--- config.mk ---
export PLATFORM = sky130hd
export DESIGN_NAME = seg7_scan_driver_flat
export DESIGN_NICKNAME = d
export VERILOG_FILES = /design/src/rtl/seg7_pkg.sv /design/src/rtl/seg7_scan_driver_if.sv /design/src/rtl/seg7_decode.sv /design/src/rtl/seg7_scan_driver.sv /design/src/flat_wrapper.sv
export SDC_FILE = /design/constraint.sdc
export NUM_CORES = 1
export LEC_CHECK = 0
export CAP_MARGIN = 10
export CORE_MARGIN = 1.5
export CORE_UTILIZATION = 38
export CTS_CLUSTER_SIZE = 24
export DETAILED_ROUTE_END_ITERATION = 8
export GPL_TIMING_DRIVEN = 0
export PLACE_DENSITY = 0.62
export RECOVER_POWER = 25
export SLEW_MARGIN = 20
export SYNTH_ARGS = -nofsm -noshare
export SYNTH_HDL_FRONTEND = slang
export SYNTH_HIERARCHICAL = 1
export SYNTH_SLANG_ARGS = --single-unit
export TNS_END_PERCENT = 20
--- constraint.sdc ---
create_clock -name clk -period 6.4 [get_ports clk]
set_input_delay 1.28 -clock clk [delete_from_list [all_inputs] [get_ports clk]]
set_output_delay 1.28 -clock clk [all_outputs]
set_load 0.005 [all_outputs]
--- src/rtl/seg7_pkg.sv ---
// seg7_pkg: seven-segment pattern constants shared by decoder and driver
package seg7_pkg;
  localparam logic [6:0] SEG_BLANK = 7'h00;
  localparam logic [6:0] SEG_TABLE [16] = '{
    7'h3F, 7'h06, 7'h5B, 7'h4F, 7'h66, 7'h6D, 7'h7D, 7'h07,
    7'h7F, 7'h6F, 7'h77, 7'h7C, 7'h39, 7'h5E, 7'h79, 7'h71
  };
endpackage

--- src/rtl/seg7_scan_driver_if.sv ---
// seg7_scan_driver_if: digit load/brightness inputs and scanned display outputs
// master drives load/digits_in/dp_in/lz_en/brightness; slave drives seg/dp/an/pending/frame_done
interface seg7_scan_driver_if #(parameter int NUM_DIGITS = 8);
  logic                    load;
  logic [4*NUM_DIGITS-1:0] digits_in;
  logic [NUM_DIGITS-1:0]   dp_in;
  logic                    lz_en;
  logic [3:0]              brightness;
  logic [6:0]              seg;
  logic                    dp;
  logic [NUM_DIGITS-1:0]   an;
  logic                    pending;
  logic                    frame_done;
  modport master (
    output load, digits_in, dp_in, lz_en, brightness,
    input  seg, dp, an, pending, frame_done
  );
  modport slave (
    input  load, digits_in, dp_in, lz_en, brightness,
    output seg, dp, an, pending, frame_done
  );
endinterface

--- src/rtl/seg7_decode.sv ---
// seg7_decode: 4-bit digit to active-high {g..a} segments; 10..15 blank unless HEX_EN
// ports: digit in 4, seg out 7
module seg7_decode
  import seg7_pkg::*;
#(
  parameter bit HEX_EN = 1'b0
) (
  input  logic [3:0] digit,
  output logic [6:0] seg
);
  always_comb seg = (!HEX_EN && digit > 4'd9) ? SEG_BLANK : SEG_TABLE[digit];
endmodule

--- src/rtl/seg7_scan_driver.sv ---
// seg7_scan_driver: frame-synchronous multiplexed N-digit seven-segment driver with 16-level PWM
// ports: clk, rst (sync, active high), bus (slave): load/digits_in/dp_in/lz_en/brightness in,
// seg/dp/an registered out, pending (shadow waiting for frame end), frame_done (end-of-scan pulse)
module seg7_scan_driver
  import seg7_pkg::*;
#(
  parameter int NUM_DIGITS     = 8,
  parameter int SCAN_DIV       = 50000,
  parameter bit HEX_EN         = 1'b0,
  parameter bit SEG_ACTIVE_LOW = 1'b1,
  parameter bit AN_ACTIVE_LOW  = 1'b1
) (
  input logic clk,
  input logic rst,
  seg7_scan_driver_if.slave bus
);
  localparam int PW = $clog2(SCAN_DIV);
  localparam int IW = NUM_DIGITS > 1 ? $clog2(NUM_DIGITS) : 1;
  localparam int DW = 4 * NUM_DIGITS;
  localparam logic [6:0] SEG_OFF = {7{SEG_ACTIVE_LOW}};
  localparam logic [NUM_DIGITS-1:0] AN_OFF = {NUM_DIGITS{AN_ACTIVE_LOW}};
  logic [PW-1:0] pcnt_q, pcnt_d;
  logic [IW-1:0] idx_q, idx_d;
  logic pending_q, pending_d, frame_done_q, frame_done_d;
  logic [DW-1:0] sh_dig_q, sh_dig_d, act_dig_q, act_dig_d;
  logic [NUM_DIGITS-1:0] sh_dp_q, sh_dp_d, act_dp_q, act_dp_d;
  logic sh_lz_q, sh_lz_d, act_lz_q, act_lz_d;
  logic [6:0] seg_q, seg_d, dec_seg;
  logic dp_q, dp_d;
  logic [NUM_DIGITS-1:0] an_q, an_d, lz_blank;
  logic [3:0] cur_digit;
  logic tc, boundary, lit, zero_run;
  seg7_decode #(.HEX_EN(HEX_EN)) u_decode (.digit(cur_digit), .seg(dec_seg));
  // a digit is suppressed when it and every more-significant digit are zero; digit 0 always shows
  always_comb begin
    lz_blank = '0;
    zero_run = 1'b1;
    for (int i = NUM_DIGITS - 1; i > 0; i--) begin
      zero_run = zero_run && act_dig_q[4*i +: 4] == 4'd0;
      lz_blank[i] = act_lz_q && zero_run;
    end
  end
  always_comb begin
    tc = pcnt_q == PW'(SCAN_DIV - 1);
    boundary = tc && idx_q == IW'(NUM_DIGITS - 1);
    pcnt_d = tc ? '0 : pcnt_q + 1'b1;
    idx_d = !tc ? idx_q : boundary ? '0 : idx_q + 1'b1;
    frame_done_d = boundary;
    // a load on the boundary cycle itself stays pending for the following frame
    pending_d = bus.load || (pending_q && !boundary);
    sh_dig_d = bus.load ? bus.digits_in : sh_dig_q;
    sh_dp_d = bus.load ? bus.dp_in : sh_dp_q;
    sh_lz_d = bus.load ? bus.lz_en : sh_lz_q;
    act_dig_d = boundary && pending_q ? sh_dig_q : act_dig_q;
    act_dp_d = boundary && pending_q ? sh_dp_q : act_dp_q;
    act_lz_d = boundary && pending_q ? sh_lz_q : act_lz_q;
    // PWM phase is the slot divided into 16 equal steps
    lit = 4'(pcnt_q / PW'(SCAN_DIV / 16)) <= bus.brightness;
    cur_digit = act_dig_q[4*idx_q +: 4];
    seg_d = (lit && !lz_blank[idx_q] ? dec_seg : SEG_BLANK) ^ SEG_OFF;
    dp_d = (lit && act_dp_q[idx_q]) ^ SEG_ACTIVE_LOW;
    an_d = (lit ? NUM_DIGITS'(1) << idx_q : '0) ^ AN_OFF;
  end
  always_ff @(posedge clk) begin
    if (rst) begin
      pcnt_q <= '0;
      idx_q <= '0;
      pending_q <= 1'b0;
      frame_done_q <= 1'b0;
      sh_dig_q <= '0;
      sh_dp_q <= '0;
      sh_lz_q <= 1'b0;
      act_dig_q <= '0;
      act_dp_q <= '0;
      act_lz_q <= 1'b0;
      seg_q <= SEG_OFF;
      dp_q <= SEG_ACTIVE_LOW;
      an_q <= AN_OFF;
    end else begin
      pcnt_q <= pcnt_d;
      idx_q <= idx_d;
      pending_q <= pending_d;
      frame_done_q <= frame_done_d;
      sh_dig_q <= sh_dig_d;
      sh_dp_q <= sh_dp_d;
      sh_lz_q <= sh_lz_d;
      act_dig_q <= act_dig_d;
      act_dp_q <= act_dp_d;
      act_lz_q <= act_lz_d;
      seg_q <= seg_d;
      dp_q <= dp_d;
      an_q <= an_d;
    end
  end
  assign bus.seg = seg_q;
  assign bus.dp = dp_q;
  assign bus.an = an_q;
  assign bus.pending = pending_q;
  assign bus.frame_done = frame_done_q;
endmodule

--- src/flat_wrapper.sv ---
// flat-port wrapper written by rule: the top's interface ports become plain ports
module seg7_scan_driver_flat import seg7_pkg::*;
#(
  parameter int NUM_DIGITS     = 8,
  parameter int SCAN_DIV       = 50000,
  parameter bit HEX_EN         = 1'b0,
  parameter bit SEG_ACTIVE_LOW = 1'b1,
  parameter bit AN_ACTIVE_LOW  = 1'b1
)
  (clk, rst, bus_load, bus_digits_in, bus_dp_in, bus_lz_en, bus_brightness, bus_seg, bus_dp, bus_an, bus_pending, bus_frame_done);
  seg7_scan_driver_if #(.NUM_DIGITS(NUM_DIGITS)) bus_i ();
  input logic clk;
  input logic rst;
  input wire logic [$bits(bus_i.load)-1:0] bus_load;
  input wire logic [$bits(bus_i.digits_in)-1:0] bus_digits_in;
  input wire logic [$bits(bus_i.dp_in)-1:0] bus_dp_in;
  input wire logic [$bits(bus_i.lz_en)-1:0] bus_lz_en;
  input wire logic [$bits(bus_i.brightness)-1:0] bus_brightness;
  output wire logic [$bits(bus_i.seg)-1:0] bus_seg;
  output wire logic [$bits(bus_i.dp)-1:0] bus_dp;
  output wire logic [$bits(bus_i.an)-1:0] bus_an;
  output wire logic [$bits(bus_i.pending)-1:0] bus_pending;
  output wire logic [$bits(bus_i.frame_done)-1:0] bus_frame_done;
  assign bus_i.load = bus_load;
  assign bus_i.digits_in = bus_digits_in;
  assign bus_i.dp_in = bus_dp_in;
  assign bus_i.lz_en = bus_lz_en;
  assign bus_i.brightness = bus_brightness;
  assign bus_seg = bus_i.seg;
  assign bus_dp = bus_i.dp;
  assign bus_an = bus_i.an;
  assign bus_pending = bus_i.pending;
  assign bus_frame_done = bus_i.frame_done;
  seg7_scan_driver #(.NUM_DIGITS(NUM_DIGITS), .SCAN_DIV(SCAN_DIV), .HEX_EN(HEX_EN), .SEG_ACTIVE_LOW(SEG_ACTIVE_LOW), .AN_ACTIVE_LOW(AN_ACTIVE_LOW)) u_core (.clk(clk), .rst(rst), .bus(bus_i));
endmodule
== Word-level counts from Yosys, hierarchy flattened ==
Memories as Yosys holds them, arrays and structs flattened.
Cells that the tools add are included.

* Register bits after elaboration: 119
* Latch bits: 0
* Bits in writable memories: 0
* Bits in read-only memories: 112
* Bits of input ports: 48
* Logic and storage cells: 68
* Memories: 1

* $add $sub $neg: 2
* $mul: 0
* Divide/modulo/power cells: 1
* Order comparisons: 4
* Equal/unequal tests: 2
* Shift-type cells: 2
* Muxes and demuxes: 10
* Bitwise operators: 4
* Reduce and logical (&&, ||, !) cells: 29

{| class="wikitable"
|+ Memory list
! name !! words !! bits a word !! rd ports !! clocked after Yosys merged registers in !! write ports !! RTL line !! RTL
|-
| (no name shown) || 16 || 7 || 1 || 0 || 0 || seg7_decode.sv:11 || <nowiki>always_comb seg = (!HEX_EN && digit > 4'd9) ? SEG_BLANK : SEG_TABLE[digit];</nowiki>
|}

{| class="wikitable"
|+ Operators by type and width
! kind !! count
|-
| 32-bit by 6-bit variable part select with 4-bit output || 1
|-
| 4-bit zero test || 7
|-
| 7-bit two-way mux || 4
|-
| 1-bit logical AND || 18
|-
| 16-bit by 1-bit adder with 16-bit output, second input constant || 1
|-
| 16-bit by 12-bit divider with 16-bit output, second input constant || 1
|-
| 16-bit == test, second input constant || 1
|-
| 8-bit two-way mux || 1
|-
| 8-bit NOT || 1
|-
| 1-bit by 3-bit << shifter with 8-bit output, first input constant || 1
|-
| 7-bit NOT || 1
|-
| 1-bit binary-select mux with 3-bit select || 2
|-
| 5-bit >= comparator, second input constant || 1
|-
| 4-bit NOT with 5-bit output || 1
|-
| 4-bit > comparator, second input constant || 1
|-
| 4-bit <= comparator || 1
|-
| 3-bit by 4-bit less-than comparator with 1-bit output, second input constant || 1
|-
| 3-bit by 1-bit adder with 3-bit output, second input constant || 1
|-
| 3-bit == test, second input constant || 1
|-
| 3-bit two-way mux || 1
|-
| 1-bit zero test || 2
|-
| 1-bit two-way mux || 2
|-
| 2-bit OR reduction || 1
|-
| 1-bit logical OR || 1
|-
| 1-bit NOT || 1
|}

== Longest topological paths before layout ==
* Word-level depth: 14
* Mapped depth: 33
* Gate-level depth less buffers: 32

== By module ==
Netlist, hierarchy kept.

{| class="wikitable"
|+ Modules (own cells, without submodules)
! module !! times used !! cells an instance !! area an instance (um2)
|-
| seg7_scan_driver || 1 || 863 || 7016.7
|-
| seg7_decode || 1 || 35 || 260.2
|}

== Least setup slack after synthesis ==
No wires, ideal clock.

* Path type: reg-to-reg
* Start point: register u_core.pcnt_q[7]
* End point: register u_core.seg_q[0] (netlist: u_core/bus.seg[0])
* Arrival: 6265 ps
* Data required time: 6268 ps
* Slack: 3 ps
* Cell stages (with the launch flop): 31
* Clock period less this slack: 6397 ps
* Cell sequence: dfxtp_1 > buf_6 > or3_1 > buf_2 > a21oi_1 > mux2i_1 > o2111a_2 > a211oi_4 > nor4_1 > o211ai_2 > a311oi_4 > o21ai_0 > and2_1 > ha_1 > o221ai_1 > nand3_1 > o41ai_2 > nor2_1 > a2bb2oi_1 > and3_1 > o41ai_2 > ha_1 > nor2b_1 > o21ai_0 > nand2b_1 > a21oi_1 > a41oi_1 > nor2_1 > inv_1 > a31oi_1 > nand2_1

* Word-level cells in the longest chain between the ends: 5

{| class="wikitable"
|+ RTL lines
! item !! RTL line !! RTL
|-
| start: declaration || seg7_scan_driver.sv:22 || <nowiki>logic [PW-1:0] pcnt_q, pcnt_d;</nowiki>
|-
| start signal: assignment || seg7_scan_driver.sv:80 || <nowiki>pcnt_q <= pcnt_d;</nowiki>
|-
| 16-bit by 12-bit divider with 16-bit output || seg7_scan_driver.sv:58 || <nowiki>lit = 4'(pcnt_q / PW'(SCAN_DIV / 16)) <= bus.brightness;</nowiki>
|-
| 4-bit <= comparator || seg7_scan_driver.sv:58 ||
|-
| 1-bit logical AND || seg7_scan_driver.sv:60 || <nowiki>seg_d = (lit && !lz_blank[idx_q] ? dec_seg : SEG_BLANK) ^ SEG_OFF;</nowiki>
|-
| 7-bit two-way mux || seg7_scan_driver.sv:60 ||
|-
| 7-bit NOT (no line) || n/a ||
|-
| end signal: assignment || seg7_scan_driver.sv:90 || <nowiki>seg_q <= seg_d;</nowiki>
|-
| end: declaration || seg7_scan_driver.sv:28 || <nowiki>logic [6:0] seg_q, seg_d, dec_seg;</nowiki>
|}

Every way passes these cells.
A chain may end at the register's enable or synchronous reset.

== Worst setup path in the final report ==
* Start point: register u_core.pcnt_q[13]
* End point: register u_core.seg_q[4] (netlist: u_core/bus.seg[4])

The elaborated chain is that of the path after synthesis.

==> summary.md <==
| Metric | Value |
|---|---|
| Nets@finish | `1086` |
| EDFF count, synth | `0` |
| Max capacitance violation total | `0` |
| Most common cell in the netlist | `nand2_1` |
| Met1 usage | `27.1%` |
| Family with the most delay on the worst path | `compound AO/OA/AOI/OAI gates` |
| Crit start category | `flop` |
| Yosys top cell by area | `dfxtp_1` |
| Worst path bufs/invs | `7` |
| Leakage | `3.71 nW` |
| Grt ovf | `0` |
| Register area share after synthesis | `32.7%` |
| RR Startpoint | `u_core/pcnt_q[13]` |
| GPL Wtd Cong | `0.892` |
| DIE WIDTH | `141 µm` |
| Tot GR Track Use | `20.5%` |
| Chip height | `141 µm` |
| Post-route cell area | `9520 µm²` |
| Mean Syn Cell Area | `8.10 µm²` |
| Most used routing layer | `met2` |
| H-tree levels | `4` |
| Status | `finished clean` |
| Initial antenna violation count | `0` |
| Critical path required time | `6690 ps` |
| Final setup TNS | `0 ps` |
| Met2 Track Usage GR | `34.1%` |
| Layout cell share with drive strength beyond 1 | `18.2%` |
| Post-synth top area share | `32.7%` |
| Top Ports | `66` |
| Placed instance area | `8210 µm²` |
| Clock Skews | `19.6 ps` |
| Synth top cells by count | `153 x nand2_1, 119 x dfxtp_1, 98 x nor2_1, 65 x a21oi_1, 46 x mux2i_1` |
| Total CTS buffers | `17` |
| PwrDens | `188 nW/µm²` |
| Most frequent CP cell | `buf_4` |
| Post-route DRC | `0` |
| TritonRoute pass-1 iters | `5` |
| Clock sinks | `119` |
| DP Worst Slack | `-1530 ps` |
| Actual slew at the worst max-slew pin | `884 ps` |
| WHS | `450 ps` |
| Fmax | `157 MHz` |
| Slew Limit Fails | `0` |
| Crit end category | `flop` |
| Die area | `20000 µm²` |
| Crit path from | `u_core/pcnt_q[13]` |
| Period minus WS final | `6380 ps` |
| Relative slew slack | `40.4%` |
| Met3 usage | `3.24%` |
| Wire per inst | `16.4 µm` |
| Final HPWL DP | `14.8 mm` |
| Final setup margin | `15.4 ps` |
| Vias/cell | `5.58` |
| Worst skew pair latency | `410 ps` |
| Final wirelength | `20.7 mm` |
| Worst hold path class | `reg2reg` |
| Synth unique cells | `90` |
| First-pass GRT wire length | `33.1 mm` |
| Synth Flop Type | `dfxtp_1` |
| Worst vdd ir | `0.180 mV` |
| Number of synthesized register bits | `119` |
| CTS clk-pin slew, worst paths | `60 ps` |
| Area Growth Syn to Fin | `30.8%` |
| Max incr delay on CP | `550 ps` |
| CTS tree | `yes` |
| Pin count of the biggest net entering global routing | `17` |
| DRT iter0 DRCs | `472` |
| Clk buf depth | `2` |
| Port buffer count | `63` |
| Starting density of the core | `38.8%` |
| Final hold vios | `0` |
| Synth warn | `6` |
| Final setup viols | `0` |
| Worst-path fanout max | `8` |
| Synthesized area | `7280 µm²` |
| CP max stage cell | `or4_4` |
| Cells after synthesis | `898` |
| Routed Antenna Nets | `0` |
| HP Start | `u_core/act_dp_q[2]` |
| Via count | `7045` |
| Rows | `50` |
| CORE AREA | `18800 µm²` |
| Largest cells by area after synthesis | `dfxtp_1 33%, nand2_1 7.9%, mux2i_1 6.3%` |
| Antenna cells | `0` |
| Post-synth net total | `967` |
| Tcrit/Tclk final | `99.8%` |
| WS Path Type | `reg2reg` |
| Vias in the first global route | `6596` |
| Root Driver | `clkbuf_16` |
| # hold bufs at CTS | `0` |
| Worst path arrival time | `6680 ps` |
| Unrepaired setup endpoints after global routing | `true` |
| Async set or reset register ratio after synthesis | `0%` |
## where the power goes
| group | internal (W) | leakage (nW) | switching [W] | total, W |
|---|---|---|---|---|
| clock network | 0.000545 | 0.261 | 0.000353 | 0.000898 |
| logic | 0.0000611 | 2.47 | 0.0000517 | 0.000113 |
| registers | 0.000762 | 0.973 | 0.0000139 | 0.000776 |
| total | 0.00137 | 3.70 | 0.000419 | 0.00179 |
## worst min-delay path: stages (launching register included)
cell	delay (ps)
dfxtp_1	310
nand2_1	50
a21oi_1	50
## area by class of cell
cell class                      instances  area, µm²
Buffer                                 59        307
Timing Repair Buffer                  103        936
Inverter                               18       70.1
Clock buffer                           18        439
Clock inverter                         13        125
Multi-Input combinational cell        699       4960
Sequential cell                       119       2390
Fill cell                            1802       9250
Tap cell                              234        293
## cell usage in the layout (no fill, tap or decap), drive strengths merged, types with 12 or more instances in the layout
cell	count
ha	21
inv	21
o21ai	34
nand2	153
xnor2	12
xor2	14
nand3	20
a21oi	66
buf	57
mux2i	47
clkdlybuf4s50	63
nor3	19
nor2	99
clkbuf	60
nor4	15
dfxtp	119
## flip-flops by register name, indices dropped and copies added (netlist names)
| register | flops |
|---|---|
| u_core/act_dig_q | 32 |
| u_core/sh_dig_q | 32 |
| u_core/pcnt_q | 16 |
| u_core/act_dp_q | 8 |
| u_core/bus.an | 8 |
| u_core/sh_dp_q | 8 |
| u_core/bus.seg | 7 |
| u_core/idx_q | 3 |
| u_core/act_lz_q | 1 |
| u_core/bus.dp | 1 |
| u_core/bus.frame_done | 1 |
| u_core/bus.pending | 1 |
| u_core/sh_lz_q | 1 |
## logic make-up after synthesis
group           after synthesis  synth area share (%)
fa+ha+maj                    22                  3.75
mux                          59                  9.92
flops                       119                  32.7
buf+inv                      80                  4.88
simple gates                377                  24.0
xor+xnor                     26                  3.23
compound gates              215                  21.5
## layer usage
layer / wire length (µm) / vias up
met1: 9500 / 3358
li1: - / 3470
met3: 843 / 36
met5: 0 / -
met2: 9970 / 181
met4: 396 / 0
## metrics by stage
step | util [%] | power (W) | instances
final | 50.7 | 0.00179 | 1263
after global routing | 50.7 | 0.00186 | 1263
after CTS | 48.9 | 0.00180 | 1246
after detailed placement | 43.7 | 0.000898 | 1195
after global placement | 43.7 | 0.000896 | 1195
after floorplan | - | 0.000843 | 898
## final timing paths
| kind | to | slack (ps) | cells after the start |
|---|---|---|---|
| max | u_core/bus.seg[4] | 20 | 31 |
| min | u_core/act_dp_q[2] | 450 | 2 |
| min reg2reg | u_core/act_dp_q[2] | 450 | 2 |
| max reg2reg | u_core/bus.seg[4] | 20 | 31 |
## timing repair
| action | CTS | global route |
|---|---|---|
| gates cloned | 1 | 0 |
| setup buffers | 20 | 20 |
| pin swaps | 16 | 38 |
| endpoints found under the setup margin | 16 | 16 |
| gates resized for setup | 57 | 44 |
No activity file was read; power rests on OpenSTA's default activity.
